===== config.mk =====
export PLATFORM = sky130hd
export DESIGN_NAME = ahb_apb_bridge_flat
export DESIGN_NICKNAME = d
export VERILOG_FILES = /design/src/rtl/ahb_apb_bridge_if.sv /design/src/rtl/ahb_apb_bridge.sv /design/src/flat_wrapper.sv
export SDC_FILE = /design/constraint.sdc
export NUM_CORES = 1
export LEC_CHECK = 0
export BUFFER_PORTS_ARGS = -buffer_cell sky130_fd_sc_hd__buf_2
export CORE_UTILIZATION = 30
export CTS_CLUSTER_DIAMETER = 100
export DETAILED_ROUTE_END_ITERATION = 8
export GPL_ROUTABILITY_DRIVEN = 0
export GPL_TIMING_DRIVEN = 0
export PLACE_DENSITY = 0.63
export SYNTH_ARGS = -nofsm -noshare
export SYNTH_HDL_FRONTEND = slang
export SYNTH_SLANG_ARGS = --single-unit

===== constraint.sdc =====
create_clock -name pclk -period 1.65 [get_ports pclk]
set_input_delay 0.0825 -clock pclk [delete_from_list [all_inputs] [get_ports pclk]]
set_output_delay 0.0825 -clock pclk [all_outputs]
set_load 0.01 [all_outputs]

===== src/rtl/ahb_apb_bridge_if.sv =====
// rtl/ahb_apb_bridge_if.sv - AHB-lite slave / dual APB master signal bundle
interface ahb_apb_bridge_if;
  logic       hsel;
  logic [1:0] htrans;
  logic       hwrite;
  logic [8:0] haddr;
  logic [7:0] hwdata;
  logic [7:0] hrdata;
  logic       hready_out;
  logic       hresp;
  logic       psel1;
  logic       psel2;
  logic       penable;
  logic       pwrite;
  logic [7:0] paddr;
  logic [7:0] pwdata;
  logic       pready1;
  logic       pready2;
  logic [7:0] prdata1;
  logic [7:0] prdata2;

  modport slave (
    input  hsel, htrans, hwrite, haddr, hwdata, pready1, pready2, prdata1, prdata2,
    output hrdata, hready_out, hresp, psel1, psel2, penable, pwrite, paddr, pwdata
  );

  modport master (
    output hsel, htrans, hwrite, haddr, hwdata, pready1, pready2, prdata1, prdata2,
    input  hrdata, hready_out, hresp, psel1, psel2, penable, pwrite, paddr, pwdata
  );
endinterface


===== src/rtl/ahb_apb_bridge.sv =====
// rtl/ahb_apb_bridge.sv - AHB-lite slave to dual-slave APB master bridge
module ahb_apb_bridge #(
    parameter int unsigned TIMEOUT_CYCLES = 16
) (
    input logic             pclk,
    input logic             preset,
    ahb_apb_bridge_if.slave bus
);

    typedef enum logic [2:0] {
        S_IDLE,
        S_SETUP,
        S_ACCESS
`ifdef APB_TIMEOUT_EN
        , S_ERR1,
        S_ERR2
`endif
    } state_e;

    state_e     state_q, state_d;
    logic [8:0] addr_q, addr_d;
    logic       write_q, write_d;
    logic [7:0] wdata_q, wdata_d;
    logic [7:0] rdata_q, rdata_d;

    logic       hready;
    logic       psel_any;
    logic       penable;
    logic       accept;
    logic       sel_ready;
    logic [7:0] sel_rdata;
    logic       unused_htrans0;

    assign unused_htrans0 = bus.htrans[0];
    assign accept    = bus.hsel & bus.htrans[1] & hready;
    assign sel_ready = addr_q[8] ? bus.pready2 : bus.pready1;
    assign sel_rdata = addr_q[8] ? bus.prdata2 : bus.prdata1;

`ifdef APB_TIMEOUT_EN
    localparam logic [7:0] TIMEOUT_LIMIT = 8'(TIMEOUT_CYCLES);

    logic [7:0] cnt_q, cnt_d;
    logic       timeout_hit;
    logic       hresp;

    assign timeout_hit = !sel_ready && (cnt_q + 8'd1 == TIMEOUT_LIMIT);

    always_comb begin
        cnt_d = cnt_q;
        if (state_q == S_SETUP)
            cnt_d = 8'd0;
        else if (state_q == S_ACCESS && !sel_ready)
            cnt_d = cnt_q + 8'd1;
    end

    always_ff @(posedge pclk or negedge preset) begin
        if (!preset) cnt_q <= 8'd0;
        else         cnt_q <= cnt_d;
    end
`endif

    always_ff @(posedge pclk or negedge preset) begin
        if (!preset) state_q <= S_IDLE;
        else         state_q <= state_d;
    end

    always_comb begin
        state_d = state_q;
        case (state_q)
            S_IDLE:   if (accept) state_d = S_SETUP;
            S_SETUP:  state_d = S_ACCESS;
            S_ACCESS: begin
                if (sel_ready) state_d = S_IDLE;
`ifdef APB_TIMEOUT_EN
                else if (timeout_hit) state_d = S_ERR1;
`endif
            end
`ifdef APB_TIMEOUT_EN
            S_ERR1:   state_d = S_ERR2;
            S_ERR2:   state_d = accept ? S_SETUP : S_IDLE;
`endif
            default:  state_d = S_IDLE;
        endcase
    end

    always_comb begin
        hready   = 1'b0;
        psel_any = 1'b0;
        penable  = 1'b0;
`ifdef APB_TIMEOUT_EN
        hresp    = 1'b0;
`endif
        case (state_q)
            S_IDLE:   hready = 1'b1;
            S_SETUP:  psel_any = 1'b1;
            S_ACCESS: begin
                psel_any = 1'b1;
                penable  = 1'b1;
            end
`ifdef APB_TIMEOUT_EN
            S_ERR1:   hresp = 1'b1;
            S_ERR2: begin
                hready = 1'b1;
                hresp  = 1'b1;
            end
`endif
            default:  hready = 1'b1;
        endcase
    end

    always_comb begin
        addr_d  = addr_q;
        write_d = write_q;
        wdata_d = wdata_q;
        rdata_d = rdata_q;
        if (accept) begin
            addr_d  = bus.haddr;
            write_d = bus.hwrite;
        end
        if (state_q == S_SETUP && write_q)
            wdata_d = bus.hwdata;
        if (state_q == S_ACCESS && sel_ready && !write_q)
            rdata_d = sel_rdata;
    end

    always_ff @(posedge pclk or negedge preset) begin
        if (!preset) begin
            addr_q  <= 9'd0;
            write_q <= 1'b0;
            wdata_q <= 8'd0;
            rdata_q <= 8'd0;
        end else begin
            addr_q  <= addr_d;
            write_q <= write_d;
            wdata_q <= wdata_d;
            rdata_q <= rdata_d;
        end
    end

    assign bus.psel1      = psel_any & ~addr_q[8];
    assign bus.psel2      = psel_any &  addr_q[8];
    assign bus.penable    = penable;
    assign bus.pwrite     = write_q;
    assign bus.paddr      = addr_q[7:0];
    assign bus.pwdata     = wdata_q;
    assign bus.hrdata     = rdata_q;
    assign bus.hready_out = hready;
`ifdef APB_TIMEOUT_EN
    assign bus.hresp      = hresp;
`else
    assign bus.hresp      = 1'b0;
`endif

endmodule


===== src/flat_wrapper.sv =====
// flat-port wrapper written by rule: the top's interface ports become plain ports
module ahb_apb_bridge_flat 
#(
    parameter int unsigned TIMEOUT_CYCLES = 16
)
  (pclk, preset, bus_hsel, bus_htrans, bus_hwrite, bus_haddr, bus_hwdata, bus_pready1, bus_pready2, bus_prdata1, bus_prdata2, bus_hrdata, bus_hready_out, bus_hresp, bus_psel1, bus_psel2, bus_penable, bus_pwrite, bus_paddr, bus_pwdata);
  ahb_apb_bridge_if bus_i ();
  input logic pclk;
  input logic preset;
  input wire logic [$bits(bus_i.hsel)-1:0] bus_hsel;
  input wire logic [$bits(bus_i.htrans)-1:0] bus_htrans;
  input wire logic [$bits(bus_i.hwrite)-1:0] bus_hwrite;
  input wire logic [$bits(bus_i.haddr)-1:0] bus_haddr;
  input wire logic [$bits(bus_i.hwdata)-1:0] bus_hwdata;
  input wire logic [$bits(bus_i.pready1)-1:0] bus_pready1;
  input wire logic [$bits(bus_i.pready2)-1:0] bus_pready2;
  input wire logic [$bits(bus_i.prdata1)-1:0] bus_prdata1;
  input wire logic [$bits(bus_i.prdata2)-1:0] bus_prdata2;
  output wire logic [$bits(bus_i.hrdata)-1:0] bus_hrdata;
  output wire logic [$bits(bus_i.hready_out)-1:0] bus_hready_out;
  output wire logic [$bits(bus_i.hresp)-1:0] bus_hresp;
  output wire logic [$bits(bus_i.psel1)-1:0] bus_psel1;
  output wire logic [$bits(bus_i.psel2)-1:0] bus_psel2;
  output wire logic [$bits(bus_i.penable)-1:0] bus_penable;
  output wire logic [$bits(bus_i.pwrite)-1:0] bus_pwrite;
  output wire logic [$bits(bus_i.paddr)-1:0] bus_paddr;
  output wire logic [$bits(bus_i.pwdata)-1:0] bus_pwdata;
  assign bus_i.hsel = bus_hsel;
  assign bus_i.htrans = bus_htrans;
  assign bus_i.hwrite = bus_hwrite;
  assign bus_i.haddr = bus_haddr;
  assign bus_i.hwdata = bus_hwdata;
  assign bus_i.pready1 = bus_pready1;
  assign bus_i.pready2 = bus_pready2;
  assign bus_i.prdata1 = bus_prdata1;
  assign bus_i.prdata2 = bus_prdata2;
  assign bus_hrdata = bus_i.hrdata;
  assign bus_hready_out = bus_i.hready_out;
  assign bus_hresp = bus_i.hresp;
  assign bus_psel1 = bus_i.psel1;
  assign bus_psel2 = bus_i.psel2;
  assign bus_penable = bus_i.penable;
  assign bus_pwrite = bus_i.pwrite;
  assign bus_paddr = bus_i.paddr;
  assign bus_pwdata = bus_i.pwdata;
  ahb_apb_bridge #(.TIMEOUT_CYCLES(TIMEOUT_CYCLES)) u_core (.pclk(pclk), .preset(preset), .bus(bus_i));
endmodule

==> flow_metrics.tcl <==
set metrics [dict create \
    first_global_vias 1006 \
    cap_violations 0 \
    max_stage_delay_ps 400 \
    grt_pass1_wl_mm 4.22 \
    fin_skew_ps 3.88 \
    die_y_um 68.1 \
    nets 217 \
    antenna_found_initial 0 \
    ios 71 \
    wirelength_mm 2.89 \
    cp.required_ps 1810 \
    insertion_delay_ps 270 \
    avgViaCountPerCell 4.39 \
    maxSlewViolCount 0 \
    ys_ff_latch 28 \
    synth_top_cell_by_area "dfrtp_1" \
    synth_area_mm2 0.00131 \
    critical_path_class "reg -> reg" \
    irDropWorstVdd_uv 796 \
    setup_tns_ps 0 \
    cellPowerDensity_mw_per_mm2 1810 \
    outcome "finished, final reports clean" \
    setup_viol 0 \
    synth-simple-area-share_pct 3.05 \
    final_common_cell "buf_2" \
    hold_ws_ps 32.5 \
    synthTopCellsByArea "dfrtp_1, mux2_2, buf_4" \
    synth_compound_area_share_pct 1.91 \
    yosysSeqAreaShare_pct 53.4 \
    synthMuxAreaShare_pct 30.8 \
    finalHoldViolCount 0 \
    vias 970 \
    initial_utilization_pct 32.1 \
    yosys_warnings 0 \
    synth_top_family_by_area "multiplexers" \
    path_clk_slew_ps 100 \
    cp-start-kind "flop" \
    fin_crit_ps 1610 \
    p_leak_nw 0.949 \
    slew_headroom_pct 58.1 \
    diodes 0 \
    yosys.cell_types.count 17 \
    synth_xor_area_share_pct 0 \
    syn_avg_cell_area_um2 14.3 \
    gr-total-overflow 0 \
    final.period_utilization_pct 97.8 \
    gr-usage-all-layers_pct 12.4 \
    postSynthCellCount 92 \
    crit_buf_inv 1 \
    cts_sinks 28 \
    rows 23 \
    drtPass1Iterations 3 \
    final_cell_mix "buf_2, mux2_2, dfrtp_1" \
    die_w_um 68.1 \
    nFillCells 390 \
    hold_depth 2 \
    worstMarginPinSlew_ps 628 \
    synth_top_area_share_pct 53.4 \
    cts_buffers 3 \
    synth_fa_ha_area_share_pct 3.82 \
    crit_chain "inv_2 -> ha_4 -> nand3b_1 -> a22oi_2 -> mux2_4" \
    cp_top_family "flip-flops" \
    cp.depth 5 \
    grt_max_degree 29 \
    crit_path_end_kind "flop" \
    syn_nets 137 \
    ant_nets 0 \
    hold_class "in -> reg" \
    drc 0 \
    cts_buffer_depth 2 \
    ff2ff_path_depth 5 \
    wl_per_cell_um 13.1 \
    drtIter0Drc 20 \
    portBuffers 68 \
    critPathArrivalTime_ps 1780 \
    design.die.area_mm2 0.00464 \
    syn_to_final_growth_pct 43.2 \
    cp_max_fo 3 \
    drive_gt1_share_pct 76.0 \
    fmax_ghz 0.619 \
    core_area_mm2 0.00409 \
    dp_hpwl_mm 2.13 \
    cts_tree "yes" \
    htree_levels 1 \
    cpMaxStageDelayCell "dfrtp_1" \
    cts_root_buf "clkbuf_8" \
]
[flip-flops by register name (all words and copies together) (netlist names)]
register / cells
u_core.addr_q: 9
u_core.bus.hrdata: 8
u_core.bus.pwdata: 8
u_core.bus.pwrite: 1
u_core.state_q: 2
[layout make-up]
type | count | area (um^2) | area share (%)
multi-input cells | 50 | 557 | 29.6
well taps | 50 | 62.6 | 3.33
clock buffers | 3 | 41.3 | 2.20
plain buffers | 11 | 80.1 | 4.26
inverters | 3 | 11.3 | 0.600
flip-flops and latches | 28 | 701 | 37.3
clock inverters | 1 | 30.0 | 1.60
repair buffers | 75 | 395 | 21.1
[where the power goes]
group	switching (W)	internal, W
Combinational	0.000713	0.000944
Sequential	0.000184	0.00103
Clock	0.000214	0.000325
Total	0.00111	0.00229
[timing repair]
action / in CTS / in global routing
setup endpoints to repair: 19 / 18
hold buffers: 1 / 0
setup buffers: 5 / 1
hold endpoints to repair: 28 / 0
pin swaps: 0 / 1
gates resized for setup: 2 / 7
[worst register-to-register path, delay by kind of cell, from the launching register on]
family	cells	cell delay [ps]
buffers and inverters	1	120
adders and majority gates	1	230
muxes	1	320
and+or+nand+nor	1	220
DFF	1	400
AOI/OAI and AO/OA	1	220
[Yosys cell counts]
cell type,instances
mux2_2,35
dfrtp_1,28
buf_4,9
ha_1,4
inv_1,3
a21oi_1,2
a21o_1,1
a22oi_1,1
and2_1,1
buf_1,1
buf_2,1
conb_1,1
mux2i_1,1
nand2_1,1
nand3b_1,1
nor2_1,1
nor3b_4,1
[per-stage QoR]
| stage | total power, W | area, um^2 | setup WS (ps) | utilization (%) | std cells |
|---|---|---|---|---|---|
| 6_report | 0.00341 | 1880 | 35.7 | 46.0 | 221 |
| 5_1_grt | 0.00364 | 1880 | -7.29 | 46.0 | 221 |
| 4_1_cts | 0.00334 | 1840 | -0.537 | 44.9 | 220 |
| 3_5_place_dp | 0.00274 | 1710 | -84.0 | 41.9 | 210 |
| 3_3_place_gp | 0.00267 | 1710 | -15.3 | 41.9 | 210 |
| 2_1_floorplan | 0.00218 | 1310 | 59.8 | - | 92 |
[final timing paths]
kind	endpoint	startpoint	slack, ps
hold reg to reg	u_core.bus.pwdata[4]	u_core.bus.pwdata[4]	510
max in group asynchronous	u_core.bus.hrdata[5]	preset	900
setup / recovery	u_core.state_q[1]	u_core.state_q[0]	40
min in group asynchronous	u_core.addr_q[6]	preset	340
setup reg to reg	u_core.state_q[1]	u_core.state_q[0]	40
hold / removal	u_core.addr_q[6]	bus_haddr[6]	30
[metal layers]
metal	track usage, %	wire (um)	vias up
met5	0	0	-
met4	4.69	32	0
met3	2.33	185	5
met2	22.9	1560	43
met1	13.9	1120	456
li1	-	-	466
[cells by family (layout without fill, tap and decap cells)]
kind of cell / Yosys count / in the layout
AND/OR/NAND/NOR: 5 / 5
AO/OA/AOI/OAI: 4 / 4
multiplexers: 36 / 36
adder cells (fa/ha/maj): 4 / 4
buffers and inverters: 14 / 93
flip-flops: 28 / 28
other: 1 / 1
No activity file was read; power rests on OpenSTA's default activity.
